File: src/rtl/pll_sup_pkg.sv
// Shared types and helpers for the PLL lock supervisor: FSM state encoding,
// status counter width, output decode and saturating increment.
package pll_sup_pkg;

    localparam int CTR_W = 8;

    typedef enum logic [1:0] {
        ST_PLLRST    = 2'd0,
        ST_WAIT_LOCK = 2'd1,
        ST_STABLE    = 2'd2,
        ST_RUN       = 2'd3
    } sup_state_t;

    typedef struct packed {
        logic pll_rst;
        logic sys_rst;
        logic ready;
    } sup_out_t;

    // Output levels that belong to each state; registered by the caller
    // together with the state so outputs change in the same update.
    function automatic sup_out_t decode_outputs(input sup_state_t st);
        sup_out_t o;
        case (st)
            ST_PLLRST:    o = '{pll_rst: 1'b1, sys_rst: 1'b1, ready: 1'b0};
            ST_WAIT_LOCK: o = '{pll_rst: 1'b0, sys_rst: 1'b1, ready: 1'b0};
            ST_STABLE:    o = '{pll_rst: 1'b0, sys_rst: 1'b1, ready: 1'b0};
            ST_RUN:       o = '{pll_rst: 1'b0, sys_rst: 1'b0, ready: 1'b1};
            default:      o = '{pll_rst: 1'b1, sys_rst: 1'b1, ready: 1'b0};
        endcase
        return o;
    endfunction

    // Increment that sticks at all-ones instead of wrapping.
    function automatic logic [CTR_W-1:0] sat_inc(input logic [CTR_W-1:0] v);
        logic [CTR_W-1:0] r;
        if (v == {CTR_W{1'b1}}) begin
            r = v;
        end else begin
            r = v + {{(CTR_W-1){1'b0}}, 1'b1};
        end
        return r;
    endfunction

endpackage

File: src/rtl/pll_lock_supervisor_sync_bit.sv
// Multi-flop synchronizer for a single asynchronous level, cleared by reset.
module sync_bit #(
    parameter int STAGES = 2
) (
    input  logic clk,
    input  logic rst,
    input  logic d,
    output logic q
);

    logic [STAGES-1:0] chain;

    // Shift the asynchronous input through the flop chain.
    always_ff @(posedge clk or posedge rst) begin
        if (rst) begin
            chain <= '0;
        end else begin
            chain <= {chain[STAGES-2:0], d};
        end
    end

    assign q = chain[STAGES-1];

endmodule

File: src/rtl/pll_lock_supervisor.sv
// PLL lock supervisor: sequences PLL reset and system reset from the PLL LOCK
// output, retrying on lock timeout and re-sequencing on lock loss or request.
// Runs on the free-running reference clock, never on a PLL output.
module pll_lock_supervisor
    import pll_sup_pkg::*;
#(
    parameter int SYNC_STAGES   = 2,
    parameter int PLLRST_CYCLES = 16,
    parameter int LOCK_TIMEOUT  = 100000,
    parameter int STABLE_CYCLES = 1024,
    parameter int GLITCH_CYCLES = 4,
    parameter int CNT_W         = 20
) (
    input  logic             clk,
    input  logic             rst,
    input  logic             lock_in,
    input  logic             force_resync,
    output logic             pll_rst,
    output logic             sys_rst,
    output logic             ready,
    output logic [1:0]       state,
    output logic [CTR_W-1:0] retry_cnt,
    output logic [CTR_W-1:0] loss_cnt
);

    localparam logic [CNT_W-1:0] PLLRST_LAST  = CNT_W'(PLLRST_CYCLES - 1);
    localparam logic [CNT_W-1:0] TIMEOUT_LAST = CNT_W'(LOCK_TIMEOUT - 1);
    localparam logic [CNT_W-1:0] STABLE_LAST  = CNT_W'(STABLE_CYCLES - 1);
    localparam logic [CNT_W-1:0] GLITCH_LAST  = CNT_W'(GLITCH_CYCLES - 1);
    localparam logic [CNT_W-1:0] TIMER_ONE    = CNT_W'(1);

    logic             lock_s;
    logic             resync_s;
    logic             resync_d;
    logic             req;
    sup_state_t       state_r;
    sup_state_t       state_nxt;
    logic [CNT_W-1:0] timer_r;
    logic [CNT_W-1:0] timer_nxt;
    sup_out_t         out_r;
    logic             retry_evt;
    logic             loss_evt;
    logic [CTR_W-1:0] retry_r;
    logic [CTR_W-1:0] loss_r;

    sync_bit #(.STAGES(SYNC_STAGES)) u_lock_sync (
        .clk (clk),
        .rst (rst),
        .d   (lock_in),
        .q   (lock_s)
    );

    sync_bit #(.STAGES(SYNC_STAGES)) u_resync_sync (
        .clk (clk),
        .rst (rst),
        .d   (force_resync),
        .q   (resync_s)
    );

    // Delay the synchronized request by one cycle for rising-edge detection.
    always_ff @(posedge clk or posedge rst) begin
        if (rst) begin
            resync_d <= 1'b0;
        end else begin
            resync_d <= resync_s;
        end
    end

    assign req = resync_s & ~resync_d;

    // Next-state, shared timer and counter events; a request overrides all.
    always_comb begin
        state_nxt = state_r;
        timer_nxt = timer_r;
        retry_evt = 1'b0;
        loss_evt  = 1'b0;
        if (req) begin
            state_nxt = ST_PLLRST;
            timer_nxt = '0;
        end else begin
            case (state_r)
                ST_PLLRST: begin
                    if (timer_r == PLLRST_LAST) begin
                        state_nxt = ST_WAIT_LOCK;
                        timer_nxt = '0;
                    end else begin
                        timer_nxt = timer_r + TIMER_ONE;
                    end
                end
                ST_WAIT_LOCK: begin
                    if (lock_s) begin
                        state_nxt = ST_STABLE;
                        timer_nxt = '0;
                    end else if (timer_r == TIMEOUT_LAST) begin
                        state_nxt = ST_PLLRST;
                        timer_nxt = '0;
                        retry_evt = 1'b1;
                    end else begin
                        timer_nxt = timer_r + TIMER_ONE;
                    end
                end
                ST_STABLE: begin
                    if (!lock_s) begin
                        state_nxt = ST_WAIT_LOCK;
                        timer_nxt = '0;
                    end else if (timer_r == STABLE_LAST) begin
                        state_nxt = ST_RUN;
                        timer_nxt = '0;
                    end else begin
                        timer_nxt = timer_r + TIMER_ONE;
                    end
                end
                ST_RUN: begin
                    // Timer here counts consecutive unlocked samples only.
                    if (lock_s) begin
                        timer_nxt = '0;
                    end else if (timer_r == GLITCH_LAST) begin
                        state_nxt = ST_PLLRST;
                        timer_nxt = '0;
                        loss_evt  = 1'b1;
                    end else begin
                        timer_nxt = timer_r + TIMER_ONE;
                    end
                end
                default: begin
                    state_nxt = ST_PLLRST;
                    timer_nxt = '0;
                end
            endcase
        end
    end

    // FSM register: state, timer and outputs decoded from the next state,
    // so SYS_RST/PLL_RST change in the very update that changes state.
    always_ff @(posedge clk or posedge rst) begin
        if (rst) begin
            state_r <= ST_PLLRST;
            timer_r <= '0;
            out_r   <= decode_outputs(ST_PLLRST);
        end else begin
            state_r <= state_nxt;
            timer_r <= timer_nxt;
            out_r   <= decode_outputs(state_nxt);
        end
    end

    // Saturating status counters; only the hard reset clears them.
    always_ff @(posedge clk or posedge rst) begin
        if (rst) begin
            retry_r <= '0;
            loss_r  <= '0;
        end else begin
            if (retry_evt) begin
                retry_r <= sat_inc(retry_r);
            end
            if (loss_evt) begin
                loss_r <= sat_inc(loss_r);
            end
        end
    end

    assign pll_rst   = out_r.pll_rst;
    assign sys_rst   = out_r.sys_rst;
    assign ready     = out_r.ready;
    assign state     = state_r;
    assign retry_cnt = retry_r;
    assign loss_cnt  = loss_r;

endmodule
File: config.mk
export PLATFORM = sky130hd
export DESIGN_NAME = pll_lock_supervisor
export DESIGN_NICKNAME = d
export VERILOG_FILES = /design/src/rtl/pll_sup_pkg.sv /design/src/rtl/pll_lock_supervisor_sync_bit.sv /design/src/rtl/pll_lock_supervisor.sv
export SDC_FILE = /design/constraint.sdc
export NUM_CORES = 1
export LEC_CHECK = 0
export CORE_MARGIN = 4
export CORE_UTILIZATION = 56
export DETAILED_ROUTE_END_ITERATION = 6
export PLACE_DENSITY_LB_ADDON = 0.05
export SLEW_MARGIN = 20
export SYNTH_ARGS = -nofsm -noshare
export SYNTH_HDL_FRONTEND = slang
export SYNTH_SLANG_ARGS = --single-unit
File: constraint.sdc
create_clock -name clk -period 2.7 [get_ports clk]
set_input_delay 0.405 -clock clk [delete_from_list [all_inputs] [get_ports clk]]
set_output_delay 0.405 -clock clk [all_outputs]
set_load 0.1 [all_outputs]
# [Word level (Yosys, flattened, before mapping)]
# Index checks and enable logic that the tools add are counted.
[op_classes] add_sub_neg=3 eq_ne=12 n_mux=27 n_bitwise=4 reduce_logical=5
[ops] cell="$mux W20" count=8
[ops] cell="$pmux W20 S4" count=1
[ops] cell="$add A20 B1 Y20 const B" count=1
[ops] cell="$eq A20 B10 Y1 const B" count=1
[ops] cell="$eq A20 B17 Y1 const B" count=1
[ops] cell="$eq A20 B2 Y1 const B" count=1
[ops] cell="$eq A20 B4 Y1 const B" count=1
[ops] cell="$add A8 B1 Y8 const B" count=2
[ops] cell="$eq A8 B8 Y1 const B" count=2
[ops] cell="$mux W2" count=8
[ops] cell="$pmux W3 S3" count=1
[ops] cell="$eq A2 B2 Y1 const B" count=4
[ops] cell="$mux W1" count=8
[ops] cell="$pmux W2 S4" count=1
[ops] cell="$eq A2 B1 Y1 const B" count=2
[ops] cell="$logic_not A2 Y1" count=2
[ops] cell="$reduce_and A2 Y1" count=2
[ops] cell="$not A1 Y1" count=3
[ops] cell="$reduce_or A2 Y1" count=1
[ops] cell="$and A1 B1 Y1" count=1
[word_totals] reg_bits=46 inputBits=4 word_cells=61

# [Logic depth before layout (Yosys ltp)]
# Gate-level depths: netlist of the first run.
[depth] word_depth=8 mapped_depth=8 depth_no_buf=6

# [Modules after synthesis]
# A second synthesis of the first run with hierarchy kept.
[hier_totals] cells_unflattened=211 area_unflattened_um2=2195.9
[modules_own_cells] mod="pll_lock_supervisor" n_inst=1 cells_per_inst=205 area_each_um2=2088.3 seq_area_each_um2=1053.5
[modules_own_cells] mod="sync_bit" n_inst=2 cells_per_inst=3 area_each_um2=53.8 seq_area_each_um2=50.0

# [Least setup slack after synthesis of the first run]
# OpenSTA, ideal clock, no wires.
[synth_timing] path_type="register -> register" from="reg state_r[0] (netlist: state[0])" to="reg retry_r[4] (netlist: retry_cnt[4])" setup_ps=159 t_arrival_ps=2701 t_required_ps=2541 slack_ps=-160 stages_incl_launch_ff=7 n_path_buf=1 period_less_slack_ps=2860 path_cell_list="dfrtp_1 -> clkbuf_8 -> nand2b_1 -> or4_1 -> nor4_2 -> nand4_1 -> xnor2_1"
[synth_between] elab_chain_len=4
[synth_rtl] element="start, declared" line="pll_lock_supervisor.sv:36" source="sup_state_t state_r;"
[synth_rtl] element="start signal, assigned" line="pll_lock_supervisor.sv:141" source="state_r <= state_nxt;"
[synth_rtl] element="$eq A2 B1 Y1" line="pll_lock_supervisor.sv:81" source="case (state_r)"
[synth_rtl] element="$mux W1" line="pll_lock_supervisor.sv:81"
[synth_rtl] element="$mux W1" line="pll_lock_supervisor.sv:77" source="if (req) begin"
[synth_rtl] element="$reduce_and A2 Y1 (no line)"
[synth_rtl] element="end signal, assigned" line="pll_lock_supervisor.sv:154" source="retry_r <= sat_inc(retry_r);"
[synth_rtl] element="end, declared" line="pll_lock_supervisor.sv:43" source="logic [CTR_W-1:0] retry_r;"
# No other way between the ends.
# A chain may end at the register's enable or synchronous reset.

# [Worst setup path after layout of the first run]
[layout_timing] from="reg timer_r[15]" to="reg timer_r[13]"
[layout_between] elab_chain_len=5 word_cells_on_any_way=13 classes_between="eq/ne (4); mux (9)"
[layout_rtl] element="start, declared" line="pll_lock_supervisor.sv:38" source="logic [CNT_W-1:0] timer_r;"
[layout_rtl] element="start signal, assigned" line="pll_lock_supervisor.sv:142" source="timer_r <= timer_nxt;"
[layout_rtl] element="$eq A20 B2 Y1 (tied with other cells)" line="pll_lock_supervisor.sv:117" source="end else if (timer_r == GLITCH_LAST) begin"
[layout_rtl] element="$mux W20 (on tied branches)" line="pll_lock_supervisor.sv:117, pll_lock_supervisor.sv:94, pll_lock_supervisor.sv:106"
[layout_rtl] element="$mux W20 (on tied branches)" line="pll_lock_supervisor.sv:115, pll_lock_supervisor.sv:91, pll_lock_supervisor.sv:103"
[layout_rtl] element="$pmux W20 S4 *" line="pll_lock_supervisor.sv:81"
[layout_rtl] element="$mux W20 *" line="pll_lock_supervisor.sv:77"
[layout_rtl] element="net timer_nxt[13]" line="pll_lock_supervisor.sv:39" source="logic [CNT_W-1:0] timer_nxt;"
# The timed path passes the listed nets; every way through them passes the cells marked *.

==> results_dict.tcl, run 1 <==
set metrics [dict create \
    grt_remaining_overflow 0 \
    async_flop_share 1.00 \
    postCtsSetupBuffers 0 \
    yosys_warnings 0 \
    final_cell_area_um2 2660 \
    max_cap_viol_count 0 \
    synth_area_um2 2360 \
    syn_nets 219 \
    start_util 0.586 \
    max_clock_freq_ghz 0.418 \
    peakVddDrop_uv 486 \
    wl_per_cell_um 16.7 \
    slew_violations 0 \
    crit_fanout 20 \
    clk_latency_ns 0.29 \
    whs_path_depth 0 \
    rr_startpoint "timer_r[15]" \
    area_growth_pct 12.5 \
    holdCritStartpoint "u_resync_sync.chain[0]" \
    cp.required_ns 2.86 \
    fin_skew_ns 0.00840 \
    syn_inst 212 \
    worstSetupStartpointType "register" \
    rsz0062_at_grt "false" \
    die_h_um 73.0 \
    end_kind "register" \
    cts_tree "yes" \
    place_area_um2 2570 \
    whs_ns 0.352 \
    ios 25 \
    power-per-cell-area_nw_per_um2 607 \
    place_congestion 0.873 \
    synth_common_cells "dfrtp_1 (44), a211oi_1 (19), xnor2_1 (19)" \
    via_per_inst 6.07 \
    cts_root_buffer "clkbuf_8" \
    status "complete, no violations" \
    worstMarginPinSlew_ns 0.678 \
    multiInputGateArea_um2 1110 \
    fillCellCount 322 \
    fin_crit_sh 0.885 \
    rows 23 \
    ctsResizeCount 0 \
    p_leak_nw 1.15 \
    seq_area_frac_synth 0.488 \
    die_w_um 73.0 \
    r2r_slack_ns 0.31 \
    r2r_cells 6 \
    antenna_found_initial 0 \
    dpl.cell_count 282 \
    path_cells "or3_4 > or4_4 > o311ai_1 > a21o_1 > buf_4 > a211oi_1" \
    drc 0 \
    holdPathEnd "u_resync_sync.chain[1]" \
    hold_class "reg -> reg" \
    slew_headroom 0.542 \
    cts-hold-fix-buffers 0 \
    layout.cells.non_filler 290 \
    ant_nets 0 \
    arrival_ns 2.55 \
    finalSetupTns_ns 0 \
    synth.most_common_cell "dfrtp_1" \
    dpl.hpwl_um 3500 \
    yosys_register_bits 46 \
    r2r-end "timer_r[13]" \
    synth_top_cell_by_area "dfrtp_1" \
    nNetsFinal 246 \
    period_needed_ns 2.39 \
    crit_type "reg -> reg" \
    syn_avg_cell_area_um2 11.1 \
    coreArea_um2 4030 \
    n_antenna_cell 0 \
    ys.flop_type "dfrtp_1" \
    yosys-top-cells-area "dfrtp_1 (47%), xnor2_1 (7.0%), a211oi_1 (6.0%)" \
    grt_pass1_vias 1722 \
    hold_viol_final 0 \
    finalPower_mw 1.61 \
    drive_above_1_share 0.196 \
    critical_path.max_stage_delay_ns 0.49 \
    synth-edff-count 0 \
    cts_sinks 46 \
    first_pass_iters 4 \
    synth_top_area_frac 0.466 \
    port_buffers 24 \
    clk_pin_slew_ns 0.08 \
    grt_first_pass_wirelength_um 8210 \
    drt_wl_total_um 4830 \
    dieArea_um2 5320 \
    numCtsBuffers 5 \
    grt_max_degree 47 \
    first_iter_violations 142 \
    yosys.cell_types.count 45 \
    clockBufferDepth 2 \
    seq_area_um2 1150 \
    grt_usage 0.197 \
    route.vias.total 1761 \
    h-tree-depth 2 \
    cp_slowest_cell "or4_4" \
    setup_violations 0 \
]
[cells in the final DEF, fill, tap and decap left out, drive strengths merged, types with 6 or more instances in the layout]
cell type | netlist | routed
a211oi | 19 | 19
and3 | 6 | 6
buf | 6 | 27
clkbuf | 4 | 6
dfrtp | 44 | 44
nand2 | 14 | 14
nand3 | 16 | 16
nand4 | 12 | 12
nor2 | 6 | 6
xnor2 | 19 | 19
xor2 | 13 | 13
[layer usage]
layer	global-route usage	vias up	wire length [µm]	part of all wire
met1	0.248	877	2100	0.43
met3	0.0427	9	165	0.034
met5	0	-	0	0
met2	0.345	31	2510	0.52
met4	0.0492	0	63	0.013
li1	-	844	-	-
[power breakdown]
part           switching (mW)  leakage [nW]  internal, mW
Sequential             0.0641         0.618         0.742
Clock                   0.213        0.0450         0.179
Combinational           0.309         0.484         0.105
Total                   0.586          1.15          1.03
[worst max-delay path, delay by kind of cell (launching register included)]
kind	cells	cell delay, ns
flops	1	0.44
simple gates	2	0.89
compound gates	3	0.70
buf+inv	1	0.24
[sequential cells by signal, summed over array words and instances, names as in the netlist, 2 cells and up]
register             flops
loss_cnt                 8
u_resync_sync.chain      2
timer_r                 20
state                    2
u_lock_sync.chain        2
retry_cnt                8
[cell families (layout without fill, tap and decap cells)]
kind of cell             count (synthesis)  after routing  share of synthesized area
AND/OR/NAND/NOR                         81             81                      0.207
flip-flops                              46             46                      0.488
AO/OA/AOI/OAI                           35             35                      0.121
XOR/XNOR                                32             32                      0.119
buffers and inverters                   13             41                     0.0403
adder cells (fa/ha/maj)                  3              3                     0.0159
multiplexers                             2              2                    0.00953
[layout make-up]
| type | instances | share of cell area |
|---|---|---|
| sequential | 46 | 0.435 |
| multi-input combinational | 153 | 0.419 |
| timing repair buffer | 30 | 0.0876 |
| inverter | 3 | 0.00424 |
| clock inverter | 2 | 0.00377 |
| tap | 50 | 0.0235 |
| clock buffer | 6 | 0.0273 |
[per-stage QoR]
| step | worst slack [ns] | utilization |
|---|---|---|
| CTS | 0.343 | 0.660 |
| floorplan | 0.144 | - |
| detailed placement | 0.360 | 0.639 |
| global route | 0.240 | 0.660 |
| global placement | 0.393 | 0.639 |
| finish | 0.309 | 0.660 |
[how the worst max path moves through the flow]
| stage | start | endpoint | slack, ns | cells past startpoint |
|---|---|---|---|---|
| 2_1_floorplan | state[0] | retry_cnt[4] | 0.14 | 6 |
| 3_3_place_gp | timer_r[10] | timer_r[0] | 0.39 | 6 |
| 3_5_place_dp | timer_r[15] | timer_r[13] | 0.36 | 6 |
| 4_1_cts | timer_r[15] | timer_r[13] | 0.34 | 6 |
| 5_1_grt | timer_r[15] | timer_r[13] | 0.24 | 6 |
| 6_report | timer_r[15] | timer_r[13] | 0.31 | 6 |
Note: power is estimated with default switching activity, not from simulation.
==> inputs of run 2 (changes only) <==
Settings changed: CAP_MARGIN set to 20.
==> results of run 2 <==
Same layout as run 1: the final DEF is identical, and so are final timing and power.
==> inputs of run 3 (changes only) <==
Settings changed: CORE_ASPECT_RATIO set to 0.7, CORE_MARGIN 4 to 1, GPL_ROUTABILITY_DRIVEN set to 0.
==> run 3 against run 2 <==
  * Core utilization is 1.5 points higher
  * Die area shrank 16%
  * Critical path depth did not move
  * Hold slack gained 0.0065 ns
  * Critical path type unchanged
  * Wire length decreased by 0.91%
  * Via count is 1.2% lower
  * Global-route usage is 4.2 points higher
  * Non-clock buffer count rose by 1
  * Maximum frequency down 0.30%
==> results_dict.tcl, run 3 (synthesis gave the netlist of run 1 again) <==
set metrics [dict create \
    status "complete, no violations" \
    cp.depth 6 \
    fin_crit_sh 0.888 \
    grt_remaining_overflow 0 \
    dpl.hpwl_um 3470 \
    worstMarginPinSlew_ns 0.592 \
    die_w_um 79.6 \
    power-per-cell-area_nw_per_um2 618 \
    regMostFlops "timer_r" \
    start_util 0.595 \
    grt_max_degree 30 \
    crit_type "reg -> reg" \
    dieArea_um2 4490 \
    crit_fanout 20 \
    postCtsSetupBuffers 0 \
    drt_wl_total_um 4790 \
    ant_nets 0 \
    final_cell_mix "dfrtp_1 (43), buf_4 (28), xnor2_1 (19), a211oi_1 (19), nand3_1 (16)" \
    cp.required_ns 2.88 \
    max_clock_freq_ghz 0.417 \
    drive_above_1_share 0.207 \
    clk_pin_slew_ns 0.09 \
    cts-hold-fix-buffers 0 \
    fin_skew_ns 0.00338 \
    r2r_cells 6 \
    rows 19 \
    n_antenna_cell 0 \
    rsz0062_at_grt "false" \
    h-tree-depth 2 \
    ios 25 \
    area_growth_pct 13.4 \
    path_delay_family "simple AND/OR/NAND/NOR gates" \
    critPathBufInv 1 \
    wl_per_cell_um 16.3 \
    grt_first_pass_wirelength_um 8130 \
    cts_sinks 46 \
    finalPower_mw 1.66 \
    port_buffers 24 \
    ctsResizeCount 0 \
    first_iter_violations 52 \
    slew_violations 0 \
    worstSetupStartpointType "register" \
    arrival_ns 2.58 \
    slew_headroom 0.600 \
    hold_class "reg -> reg" \
    cts_root_buffer "clkbuf_8" \
    finalSetupTns_ns 0 \
    clk_latency_ns 0.31 \
    cts_tree "yes" \
    grt_usage 0.240 \
    mostFrequentLayoutCell "dfrtp_1" \
    dpl.cell_count 285 \
    via_per_inst 5.94 \
    hold_viol_final 0 \
    numCtsBuffers 5 \
    p_leak_nw 1.15 \
    end_kind "register" \
    coreArea_um2 3970 \
    post-route-util 0.675 \
    drc 0 \
    route.vias.total 1739 \
    first_pass_iters 4 \
    grt_pass1_vias 1726 \
    r2r_slack_ns 0.30 \
    largest_register_ffs 20 \
    clockBufferDepth 2 \
    antenna_found_initial 0 \
    critical_path.max_stage_delay_ns 0.50 \
    period_needed_ns 2.40 \
    die_h_um 56.3 \
    whs_ns 0.359 \
    path_cells "or3_4 > or4_4 > o311ai_1 > a21o_1 > buf_4 > a211oi_1" \
    cp_slowest_cell "or4_4" \
    layout.cells.non_filler 293 \
    peakVddDrop_uv 626 \
    whs_path_depth 0 \
    nNetsFinal 247 \
    setup_violations 0 \
    max_cap_viol_count 0 \
]
-- run 3: changes by cell type in the layout (fill, tap and decap cells not counted), sizes merged --
cell | previous run | this run
buf | 27 | 28
clkbuf | 6 | 5
clkinv | 2 | 1
clkinvlp | 0 | 1
inv | 3 | 4
-- run 3: through the flow --
step / worst slack, ns / instance area (µm²)
2_1_floorplan: 0.144 / 2360
3_3_place_gp: 0.402 / 2580
3_5_place_dp: 0.333 / 2580
4_1_cts: 0.309 / 2680
5_1_grt: 0.227 / 2680
6_report: 0.302 / 2680
-- run 3: layout make-up --
cell class                      count  area (µm²)
Timing Repair Buffer               31         240
Sequential cell                    46        1150
Tap cell                           52        65.1
Inverter                            3        11.3
Clock inverter                      3        25.0
Clock buffer                        5        68.8
Fill cell                         320        1290
Multi-Input combinational cell    153        1110
-- run 3: where the power goes --
part | switching (mW) | leakage (nW) | internal (mW) | total, mW
clock network | 0.248 | 0.0447 | 0.187 | 0.435
logic | 0.309 | 0.488 | 0.106 | 0.415
registers | 0.0653 | 0.618 | 0.742 | 0.807
-- run 3: layer usage --
layer,vias up,global-route usage,share of wire
li1,841,-,-
met1,855,0.318,0.49
met3,9,0.0520,0.036
met2,34,0.386,0.46
met5,-,0,0
met4,0,0.0883,0.016
-- run 3: worst paths after layout --
kind	to	from
setup / recovery	timer_r[10]	timer_r[15]
hold / removal	u_lock_sync.chain[1]	u_lock_sync.chain[0]
setup reg to reg	timer_r[10]	timer_r[15]
hold reg to reg	u_lock_sync.chain[1]	u_lock_sync.chain[0]
max in group asynchronous	timer_r[3]	rst
min in group asynchronous	retry_cnt[4]	rst
-- run 3: worst reg2reg max path, cell delays in order (launching register included) --
cell and delay, ns:
dfrtp_1 0.45, or3_4 0.40, or4_4 0.50, o311ai_1 0.41, a21o_1 0.17, buf_4 0.24
a211oi_1 0.12
